### src/rtl/dense_activation_stage.sv
// rtl/dense_activation_stage.sv - capture neuron results, activate, round/saturate, queue on a valid/ready stream
module dense_activation_stage #(
   parameter int OUT_W       = 16,
   parameter int DEPTH       = 4,
   parameter int NUM_NEURONS = 4
) (
   input  logic                    clk,
   input  logic                    rst_n,
   input  logic signed [31:0]      in_data,
   input  logic                    in_done,
   input  logic [1:0]              act_mode,
   input  logic [4:0]              shift,
   output logic signed [OUT_W-1:0] out_data,
   output logic                    out_valid,
   input  logic                    out_ready,
   output logic                    out_last,
   output logic                    overflow
);

   localparam int AW = $clog2(DEPTH);
   localparam int CW = (NUM_NEURONS > 1) ? $clog2(NUM_NEURONS) : 1;
   localparam logic [CW-1:0]     CNT_MAX  = CW'(NUM_NEURONS - 1);
   localparam logic [AW:0]       FULL_CNT = (AW + 1)'(DEPTH);
   localparam logic signed [32:0] SAT_MAX = (33'sd1 <<< (OUT_W - 1)) - 33'sd1;
   localparam logic signed [32:0] SAT_MIN = -(33'sd1 <<< (OUT_W - 1));

   logic                    done_q;
   logic [CW-1:0]           cnt_q, cnt_d;
   logic [AW-1:0]           wr_ptr_q, wr_ptr_d, rd_ptr_q, rd_ptr_d;
   logic [AW:0]             count_q, count_d;
   logic [OUT_W:0]          hold_q, hold_d;
   logic                    ovf_q, ovf_d;
   logic [OUT_W:0]          mem_q [DEPTH];

   logic signed [31:0]      act;
   logic signed [32:0]      act_w, rnd, scaled;
   logic signed [OUT_W-1:0] sat;
   logic [OUT_W:0]          new_entry, head;
   logic                    capture, full, pop, push;

   // Activation, round-half-up shift and saturation of the raw core result
   always_comb begin
      act = in_data;
      if (act_mode == 2'd1 && in_data < 0)
         act = '0;
      else if (act_mode == 2'd2 && in_data < 0)
         act = in_data >>> 3;
      act_w  = {act[31], act};
      rnd    = '0;
      scaled = act_w;
      if (shift != 5'd0) begin
         rnd    = 33'sd1 <<< (shift - 5'd1);
         scaled = (act_w + rnd) >>> shift;
      end
      if (scaled > SAT_MAX)
         sat = SAT_MAX[OUT_W-1:0];
      else if (scaled < SAT_MIN)
         sat = SAT_MIN[OUT_W-1:0];
      else
         sat = scaled[OUT_W-1:0];
      new_entry = {sat, cnt_q == CNT_MAX};
   end

   always_comb begin
      capture  = in_done & ~done_q;
      full     = (count_q == FULL_CNT);
      pop      = (count_q != '0) & out_ready;
      // A full FIFO still accepts when its head leaves in the same cycle
      push     = capture & (~full | pop);
      wr_ptr_d = push ? wr_ptr_q + AW'(1) : wr_ptr_q;
      rd_ptr_d = pop  ? rd_ptr_q + AW'(1) : rd_ptr_q;
      case ({push, pop})
         2'b10:   count_d = count_q + (AW + 1)'(1);
         2'b01:   count_d = count_q - (AW + 1)'(1);
         default: count_d = count_q;
      endcase
      if (capture)
         cnt_d = (cnt_q == CNT_MAX) ? '0 : cnt_q + CW'(1);
      else
         cnt_d = cnt_q;
      ovf_d  = ovf_q | (capture & full & ~pop);
      hold_d = pop ? mem_q[rd_ptr_q] : hold_q;
   end

   always_ff @(posedge clk or negedge rst_n) begin
      if (!rst_n) begin
         done_q   <= 1'b0;
         cnt_q    <= '0;
         wr_ptr_q <= '0;
         rd_ptr_q <= '0;
         count_q  <= '0;
         hold_q   <= '0;
         ovf_q    <= 1'b0;
      end else begin
         done_q   <= in_done;
         cnt_q    <= cnt_d;
         wr_ptr_q <= wr_ptr_d;
         rd_ptr_q <= rd_ptr_d;
         count_q  <= count_d;
         hold_q   <= hold_d;
         ovf_q    <= ovf_d;
      end
   end

   always_ff @(posedge clk) begin
      if (push)
         mem_q[wr_ptr_q] <= new_entry;
   end

   // While empty, the last popped entry stays on the outputs
   assign head      = (count_q != '0) ? mem_q[rd_ptr_q] : hold_q;
   assign out_data  = head[OUT_W:1];
   assign out_last  = head[0];
   assign out_valid = (count_q != '0);
   assign overflow  = ovf_q;

endmodule

### config.mk
export PLATFORM = sky130hd
export DESIGN_NAME = dense_activation_stage
export DESIGN_NICKNAME = d
export VERILOG_FILES = /design/src/rtl/dense_activation_stage.sv
export SDC_FILE = /design/constraint.sdc
export NUM_CORES = 1
export LEC_CHECK = 0
export ABC_AREA = 1
export BUFFER_PORTS_ARGS = -buffer_cell sky130_fd_sc_hd__buf_2
export CORE_MARGIN = 2
export CORE_UTILIZATION = 45
export DETAILED_ROUTE_END_ITERATION = 8
export GPL_TIMING_DRIVEN = 0
export PLACE_DENSITY_LB_ADDON = 0.05
export SYNTH_ARGS = -nofsm -noshare
export SYNTH_HDL_FRONTEND = slang
export SYNTH_SLANG_ARGS = --single-unit
### constraint.sdc
create_clock -name clk -period 2.6 [get_ports clk]
set_clock_uncertainty 0.15 [all_clocks]
set_input_delay 0.52 -clock clk [delete_from_list [all_inputs] [get_ports clk]]
set_output_delay 0.52 -clock clk [all_outputs]
set_load 0.02 [all_outputs]
======== Word level (Yosys, flattened, before mapping) ========
Memory sizes are Yosys's and may differ from the RTL's.
Index checks and enable logic that the tools add are counted.
W data, S select, Z words.
storage, ports and cells
  register bits after elaboration ......... 28
  memories ................................ 1
  logic and storage cells ................. 51
  output and inout bits ................... 19
  RAM bits ................................ 68
operators by class
  equality and inequality tests ........... 6
  bitwise operators ....................... 10
  $add $sub $neg .......................... 7
  order comparisons ....................... 3
  mux-type cells .......................... 10
  shift operators ......................... 2
  reduce and logical (&&, ||, !) cells .... 5
memory list
  name   depth  bits a word  read ports  clocked after Yosys merged registers in  wr ports  line  source
  mem_q  4      17           1           0                                        1         33    logic [OUT_W:0] mem_q [DEPTH];
operator list
  operator                 count
  $add A32 B33 Y33         1
  $gt A33 B16 Y1 const B   1
  $lt A33 B16 Y1 const B   1
  $mux W33                 1
  $sshl A2 B5 Y33 const A  1
  $sshr A33 B5 Y33         1
  $lt A32 B1 Y1 const B    1
  $mux W16                 2
  $mux W32                 1
  $mux W31                 1
  $mux W17                 1
  $add A2 B1 Y2 const B    3
  $eq A2 B2 Y1 const B     3
  $pmux W3 S2              1
  $and A1 B1 Y1            5
  $reduce_bool A5 Y1       1
  $sub A5 B1 Y5 const B    1
  $eq A2 B1 Y1 const B     2
  $add A3 B1 Y3 const B    1
  $eq A3 B3 Y1 const B     1
  $not A1 Y1               3
  $reduce_bool A3 Y1       1
  $sub A3 B1 Y3 const B    1
  $logic_and A1 B1 Y1      2
  4 further kinds          6

======== Logic depth before layout (Yosys ltp) ========
Gate-level depths: netlist (run 1).
  depth after elaboration ................. 10
  depth in mapped cells ................... 43

======== Worst setup path after synthesis (run 1) ========
No wires, ideal clock.
  kind .................................... input to register
  start point ............................. input port shift[0]
  end point ............................... memory mem_q[0][10] in the netlist's numbering (data pin)
  setup slack ............................. -2.220 ns
  stages .................................. 41
  library setup time ...................... 0.260 ns
  path buffers ............................ 3
  arrival time ............................ 4.410 ns
  path through ............................ buf_2 nor2_1 inv_1 nor2_1 nand2_1 nand2_1 inv_2 buf_2 nor2_1 inv_1 nand3_1 inv_1 ha_1 inv_1 fa_1 inv_1 nand3_1 nand2_2 [... 5 more ...] nand2_2 nand2_1 nand2_2 nand2_2 nand3_2 nand3_2 nand3_2 nand2_1 nor2_1 nor2_2 nand2_1 nor2_1 nand2_1 nor2_1 nand2_1 nand3_2 buf_8 nand2_2
between the ends
  word-level cells in the longest chain between the ends .. 8
  elaborated cells on any way between the ends .. 10
  those cells by class .................... add/sub: 2; order compare: 2; shift: 2; mux: 3; reduce/logical: 1
RTL lines
  item               line  source
  from (decl)        12    input logic [4:0] shift,
  $sub A5 B1 Y5      52    rnd = 33'sd1 <<< (shift - 5'd1);
  $sshl A2 B5 Y33    52
  $add A32 B33 Y33   53    scaled = (act_w + rnd) >>> shift;
  $sshr A33 B5 Y33   53
  $mux W33 (*)       51    if (shift != 5'd0) begin
  $lt A33 B16 Y1     57    else if (scaled < SAT_MIN)
  $mux W16           57
  $mux W16 (*)       55    if (scaled > SAT_MAX)
  via new_entry[10]  38    logic [OUT_W:0] new_entry, head;
  to (decl)          33
The timed path passes the listed nets; every way through them passes the cells marked *.

======== Worst setup path in the final report (run 1) ========
  start point ............................. input port shift[0]
  end point ............................... memory mem_q[3][14] in the netlist's numbering (data pin)
The elaborated chain is that of the path after synthesis.

==> results.py, run 1 <==
metrics = {
    "cts": {
        "cts_buffers": 9,
        "clk_pin_slew_ns": 0.06,
        "cts_buffer_depth": 2,
        "cts_tree": "yes",
        "cts_sinks": 96,
        "insertion_delay_ns": 0.34,
        "root_buffer": "clkbuf_16",
        "cts.htree.levels": 3,
        "ctsHoldBuffers": 0,
    },
    "timing": {
        "fmax_mhz": 215.0,
        "rsz0062_at_grt": "yes",
        "fin_ws_ns": -2.050,
        "worst_slew_pin_slew_ns": 0.7150,
        "max_slew_margin_pct": 52.34,
        "finalMaxSlewViolations": 0,
        "whs_ns": 0.04643,
        "hold_violations": 0,
        "period_share_pct": 178.9,
        "period_minus_slack_ns": 4.650,
        "setup_violations": 65,
    },
    "power_and_ir_drop": {
        "switching_power_mw": 3.277,
        "cellLeakagePower_nw": 6.386,
        "switching_share_pct": 44.58,
        "max-vdd-ir-drop_mv": 0.4518,
        "power.density_mw_per_mm2": 540.8,
        "p_comb_share_pct": 53.6,
        "seq_power_share_pct": 29.3,
        "p_int_mw": 4.073,
        "p_clk_share_pct": 17.1,
    },
    "run_status": {
        "violations": "negative setup slack",
        "status": "finished with violations",
    },
    "logic_synthesis": {
        "syn_nets": 1729,
        "synth_seq_cells": 96,
        "syn_area_mm2": 0.01013,
        "yosysSeqAreaShare_pct": 27.09,
        "yosys_warnings": 0,
        "syn_inst": 1647,
        "synth.distinct_cells": 42,
        "avgSynthCellArea_um2": 6.148,
    },
    "floorplan": {
        "coreArea_mm2": 0.02196,
        "ios": 62,
        "rows": 54,
        "dieArea_mm2": 0.02372,
        "start_util_pct": 46.11,
        "fp.dieH_um": 154.0,
        "fp.dieW_um": 154.0,
    },
    "worst_setup_path": {
        "crit_fanout": 8,
        "critPathRequiredTime_ns": 2.54,
        "path_class": "primary input to flop",
        "critical_path.max_stage_delay_ns": 0.20,
        "cpMostUsedCell": "nand2_2",
        "crit_path_start_kind": "primary input",
        "cp_slowest_cell": "nor2_4",
        "cp_data_arrival_time_ns": 4.59,
        "worstSetupEndpointType": "flop",
        "rrSetupSlack_ns": 0.48,
    },
    "final_layout": {
        "fill_cells": 2098,
        "ff_latch_area_mm2": 0.002744,
        "drive_above_1_share_pct": 35.53,
        "area_growth_pct": 34.21,
        "stdcell_area_mm2": 0.01359,
        "multi_input_area_mm2": 0.008061,
        "antenna_cells": 0,
        "finalNetCount": 1856,
    },
    "drt": {
        "drtAntennaViolNets": 0,
        "drtIter0Drc": 1218,
        "drc_errors": 0,
        "route.vias.total": 11690,
        "wl_mm": 40.37,
        "drtPass1Iterations": 6,
        "via_per_inst": 5.678,
        "wl_per_cell_um": 19.60,
    },
    "global_route": {
        "grtUsageTotal_pct": 34.61,
        "globalRouteOverflowTotal": 0,
        "grt_pass1_vias": 11030,
        "grt_pass1_wl_mm": 62.83,
        "antenna_found_initial": 0,
        "grt_max_degree": 29,
    },
    "min_path": {
        "worstHoldPathType": "primary input to asynchronous set/reset pin",
    },
    "place": {
        "placed_cell_area_mm2": 0.01102,
        "dp_hpwl_mm": 32.31,
        "port_buffers": 57,
        "gp_congestion": 1.043,
        "place_ws_ns": -3.099,
    },
    "job": {
        "maxCapViolations": 0,
    },
}
==> power by group through the flow <==
| stage | registers (mW) | logic [mW] | clock network (mW) |
|---|---|---|---|
| floorplan | 2.15 | 2.30 | 0 |
| global placement | 2.15 | 3.36 | 0 |
| detailed placement | 2.16 | 3.42 | 0 |
| CTS | 2.15 | 3.86 | 1.29 |
| global route | 2.19 | 4.34 | 1.36 |
| finish | 2.15 | 3.94 | 1.26 |
==> critical path, delay by kind of cell <==
kind	cells	cell delay, ns
fa+ha+maj	2	0.35
buf+inv	11	0.97
simple gates	28	2.70
==> per-stage QoR <==
stage	util, %	TNS, ns	power, mW	std cells
2_1_floorplan	-	-101.70	4.448	1647
3_3_place_gp	49.86	-222.53	5.516	1984
3_5_place_dp	50.18	-191.69	5.577	1988
4_1_cts	61.21	-110.44	7.303	2055
5_1_grt	61.89	-139.90	7.889	2059
6_report	61.89	-124.77	7.350	2059
==> cells by family after synthesis <==
kind of cell | Yosys count | synth area share, %
compound gates | 170 | 9.922
xor+xnor | 7 | 0.6055
fa+ha+maj | 39 | 4.967
buf+inv | 295 | 11.38
flops | 96 | 27.09
simple gates | 1040 | 46.04
==> Yosys cell counts, drive strengths merged <==
library cell	count	share of area, %
o211ai	2	0.15
nand3b	4	0.30
a22oi	2	0.15
inv	220	8.2
nor2	191	7.7
clkbuf	35	1.3
xnor2	1	0.087
or2	2	0.12
a31oi	4	0.25
o21bai	2	0.15
a21boi	8	0.59
fa	2	0.40
and3	1	0.062
edfxtp	68	20
a21oi	44	2.4
nand2	515	20
xor2	6	0.52
nor4	1	0.21
dfrtp	28	6.9
clkinv	11	0.41
nand4	12	0.74
nand3	303	16
ha	37	4.6
o21ai	90	4.5
nor3	11	0.59
buf	29	1.5
o21a	1	0.074
a32o	17	1.7
==> placed cells by master (no fill, tap or decap), types with 54 or more instances in the layout <==
cell	instances
nand2_2	79
nor2_2	64
inv_1	186
nor2_1	94
o21ai_0	79
edfxtp_1	68
nand2_1	399
buf_4	54
buf_2	73
nand3_2	135
nand3_1	165
==> flip-flops by register name, indices dropped and copies added, names as in the netlist <==
register	flops
rd_ptr_q	2
cnt_q	2
count_q	3
wr_ptr_q	2
hold_q	17
overflow	1
mem_q	68
done_q	1
==> repair_timing <==
action,CTS,global route
buffers inserted,50,4
cloned,3,0
gates resized for setup,436,36
pin swaps,102,16
setup endpoints to repair,81,81
==> final cells by class <==
class | count | share of cell area [%]
Multi-Input combinational cell | 1256 | 59.32
Sequential cell | 96 | 20.19
Inverter | 231 | 6.537
Timing Repair Buffer | 117 | 6.039
Buffer | 63 | 3.231
Tap cell | 280 | 2.578
Clock buffer | 14 | 2.025
Clock inverter | 2 | 0.08286
==> path summary, 6_finish.rpt <==
path	cells past startpoint	end	startpoint
hold / removal	1	hold_q[10]	rst_n
max in group asynchronous	1	rd_ptr_q[0]	rst_n
setup reg to reg	9	count_q[2]	count_q[0]
hold reg to reg	1	rd_ptr_q[1]	rd_ptr_q[1]
min in group clk	1	done_q	in_done
setup / recovery	41	mem_q[3][14]	shift[0]
==> routing by layer <==
metal  global-route usage, %  wire length (um)
met1                   50.82             18370
met2                   50.54             16680
met3                   7.018              3676
met4                   11.70              1645
met5                       0                 0
No activity file was read; power rests on OpenSTA's default activity.
==> run 2, diff against run 1 <==
--- a/config.mk
+++ b/config.mk
@@ -7,7 +7,7 @@
 export LEC_CHECK = 0
 export ABC_AREA = 1
 export BUFFER_PORTS_ARGS = -buffer_cell sky130_fd_sc_hd__buf_2
-export CORE_MARGIN = 2
+export CORE_MARGIN = 3
 export CORE_UTILIZATION = 45
 export DETAILED_ROUTE_END_ITERATION = 8
 export GPL_TIMING_DRIVEN = 0
==> constraint.sdc (replaced) <==
create_clock -name clk -period 5.8 [get_ports clk]
set_clock_uncertainty 0.15 [all_clocks]
set_input_delay 1.16 -clock clk [delete_from_list [all_inputs] [get_ports clk]]
set_output_delay 1.16 -clock clk [all_outputs]
set_load 0.02 [all_outputs]
==> results.py, run 2 (synthesized netlist as in run 1, its figures left out) <==
metrics = {
    "cts": {
        "cts_tree": "yes",
        "clk_pin_slew_ns": 0.06,
        "cts_buffer_depth": 2,
        "cts_buffers": 9,
        "root_buffer": "clkbuf_16",
        "insertion_delay_ns": 0.33,
        "cts_sinks": 96,
        "cts.htree.levels": 3,
    },
    "drt": {
        "drtPass1Iterations": 6,
        "route.vias.total": 11340,
        "wl_per_cell_um": 19.20,
        "drc_errors": 0,
        "met1Wirelength_mm": 18.82,
        "wl_met3_mm": 2.991,
        "drtAntennaViolNets": 0,
        "dr_wl_met2_mm": 16.03,
        "wl_mm": 38.65,
        "top_layer_used": "met5",
        "drtIter0Drc": 1305,
        "via_per_inst": 5.634,
    },
    "final_layout": {
        "finalNetCount": 1809,
        "area_growth_pct": 15.01,
        "top_register": "mem_q",
        "stdcell_area_mm2": 0.01165,
        "final_cell_mix": "nand2_1, nand3_1, inv_1",
        "fin_util_pct": 53.04,
        "stdcell_count": 2013,
        "fill_cells": 2336,
        "drive_above_1_share_pct": 19.00,
        "reg_top3": "mem_q: 68 flops, hold_q: 17 flops, count_q: 3 flops",
        "largest_register_ffs": 68,
        "final_common_cell": "nand2_1",
    },
    "floorplan": {
        "start_util_pct": 46.11,
        "dieArea_mm2": 0.02434,
        "fp.dieH_um": 156.0,
        "ios": 62,
        "fp.dieW_um": 156.0,
        "rows": 54,
        "coreArea_mm2": 0.02196,
    },
    "place": {
        "gp_congestion": 1.038,
        "placed_cell_area_mm2": 0.01083,
        "place_inst": 1988,
        "dp_hpwl_mm": 32.30,
        "port_buffers": 57,
        "place_ws_ns": -1.231,
    },
    "timing": {
        "period_minus_slack_ns": 5.571,
        "finalMaxSlewViolations": 0,
        "tns_ns": 0,
        "worst_slew_pin_slew_ns": 0.7119,
        "period_share_pct": 96.04,
        "fmax_mhz": 179.5,
        "hold_violations": 0,
        "max_slew_margin_pct": 52.54,
        "fin_ws_ns": 0.2294,
        "setup_violations": 0,
    },
    "global_route": {
        "globalRouteOverflowTotal": 0,
        "grt_pass1_vias": 10260,
        "antenna_found_initial": 1,
        "grt_pass1_wl_mm": 58.82,
        "grtUsageTotal_pct": 31.57,
        "grt_max_degree": 29,
    },
    "worst_setup_path": {
        "cp_data_arrival_time_ns": 5.49,
        "critical_path.max_stage_delay_ns": 0.24,
        "critPathBufInv": 10,
        "crit_family": "simple AND/OR/NAND/NOR gates",
        "critPathRequiredTime_ns": 5.72,
        "crit_fanout": 8,
        "path_class": "primary input to flop",
        "cpMostUsedCell": "nand3_1",
        "r2r-start": "done_q",
        "crit_path_start_kind": "primary input",
        "worstSetupEndpointType": "flop",
        "cp-startpoint": "shift[0]",
        "cp_slowest_cell": "fa_2",
    },
    "min_path": {
        "hp-start": "overflow",
        "worstHoldPathType": "flop to flop",
    },
    "job": {
        "maxCapViolations": 0,
    },
    "power_and_ir_drop": {
        "cellLeakagePower_nw": 5.688,
        "max-vdd-ir-drop_mv": 0.2126,
        "power.density_mw_per_mm2": 269.7,
    },
    "run_status": {
        "status": "complete, no violations",
    },
}
[run 2: changes by cell type in the layout (fill, tap and decap cells not counted), moves of 12 or more]
cell / delta
buf_4: -41
ha_1: +19
ha_4: -22
inv_1: +12
nand2_1: +61
nand2_2: -27
nand2_4: -31
nand3_1: +95
nand3_2: -93
nor2_1: +44
nor2_2: -21
nor2_4: -23
[run 2: report_power, final]
part           switching, mW  internal [mW]
logic                   1.09          0.491
clock network          0.233          0.374
registers             0.0599          0.896
total                   1.38           1.76
[run 2: through the flow]
stage          power [mW]  hold WS [ns]
4_1_cts             3.102        0.3242
5_1_grt             3.353        0.3567
3_5_place_dp        2.484        0.3064
6_report            3.141        0.3217
2_1_floorplan       1.975        0.2959
3_3_place_gp        2.453        0.3063
[run 2: worst paths after layout]
| path | endpoint | slack (ns) | cells past startpoint |
|---|---|---|---|
| max | mem_q[0][15] | 0.23 | 37 |
| min | overflow | 0.32 | 1 |
| max reg2reg | mem_q[2][13] | 3.66 | 4 |
| min reg2reg | overflow | 0.32 | 1 |
| max in group asynchronous | cnt_q[0] | 4.39 | 1 |
| min in group asynchronous | hold_q[9] | 0.69 | 1 |
[run 2: cell type report]
| class | instances | area (um^2) | share of cell area, % |
|---|---|---|---|
| plain buffers | 63 | 315.3 | 2.707 |
| multi-input cells | 1256 | 6625 | 56.89 |
| diodes | 1 | 2.502 | 0.02149 |
| clock inverters | 5 | 72.57 | 0.6231 |
| flip-flops and latches | 96 | 2743 | 23.55 |
| clock buffers | 11 | 232.7 | 1.998 |
| well taps | 280 | 350.3 | 3.008 |
| repair buffers | 70 | 430.4 | 3.696 |
| inverters | 231 | 874.6 | 7.510 |
[run 2: timing repair]
item                                    4_1_cts  5_1_grt
setup buffers                                 1        7
resized for setup                            29      116
pin swaps                                     2       20
endpoints found under the setup margin       60       60
hold buffers                                  0        0
cloned                                        0        1
[run 2: metal layers]
layer | up-vias | track usage [%]
met3 | 54 | 4.327
met5 | - | 0
met1 | 5338 | 49.50
li1 | 5511 | -
met2 | 437 | 45.98
met4 | 2 | 6.686
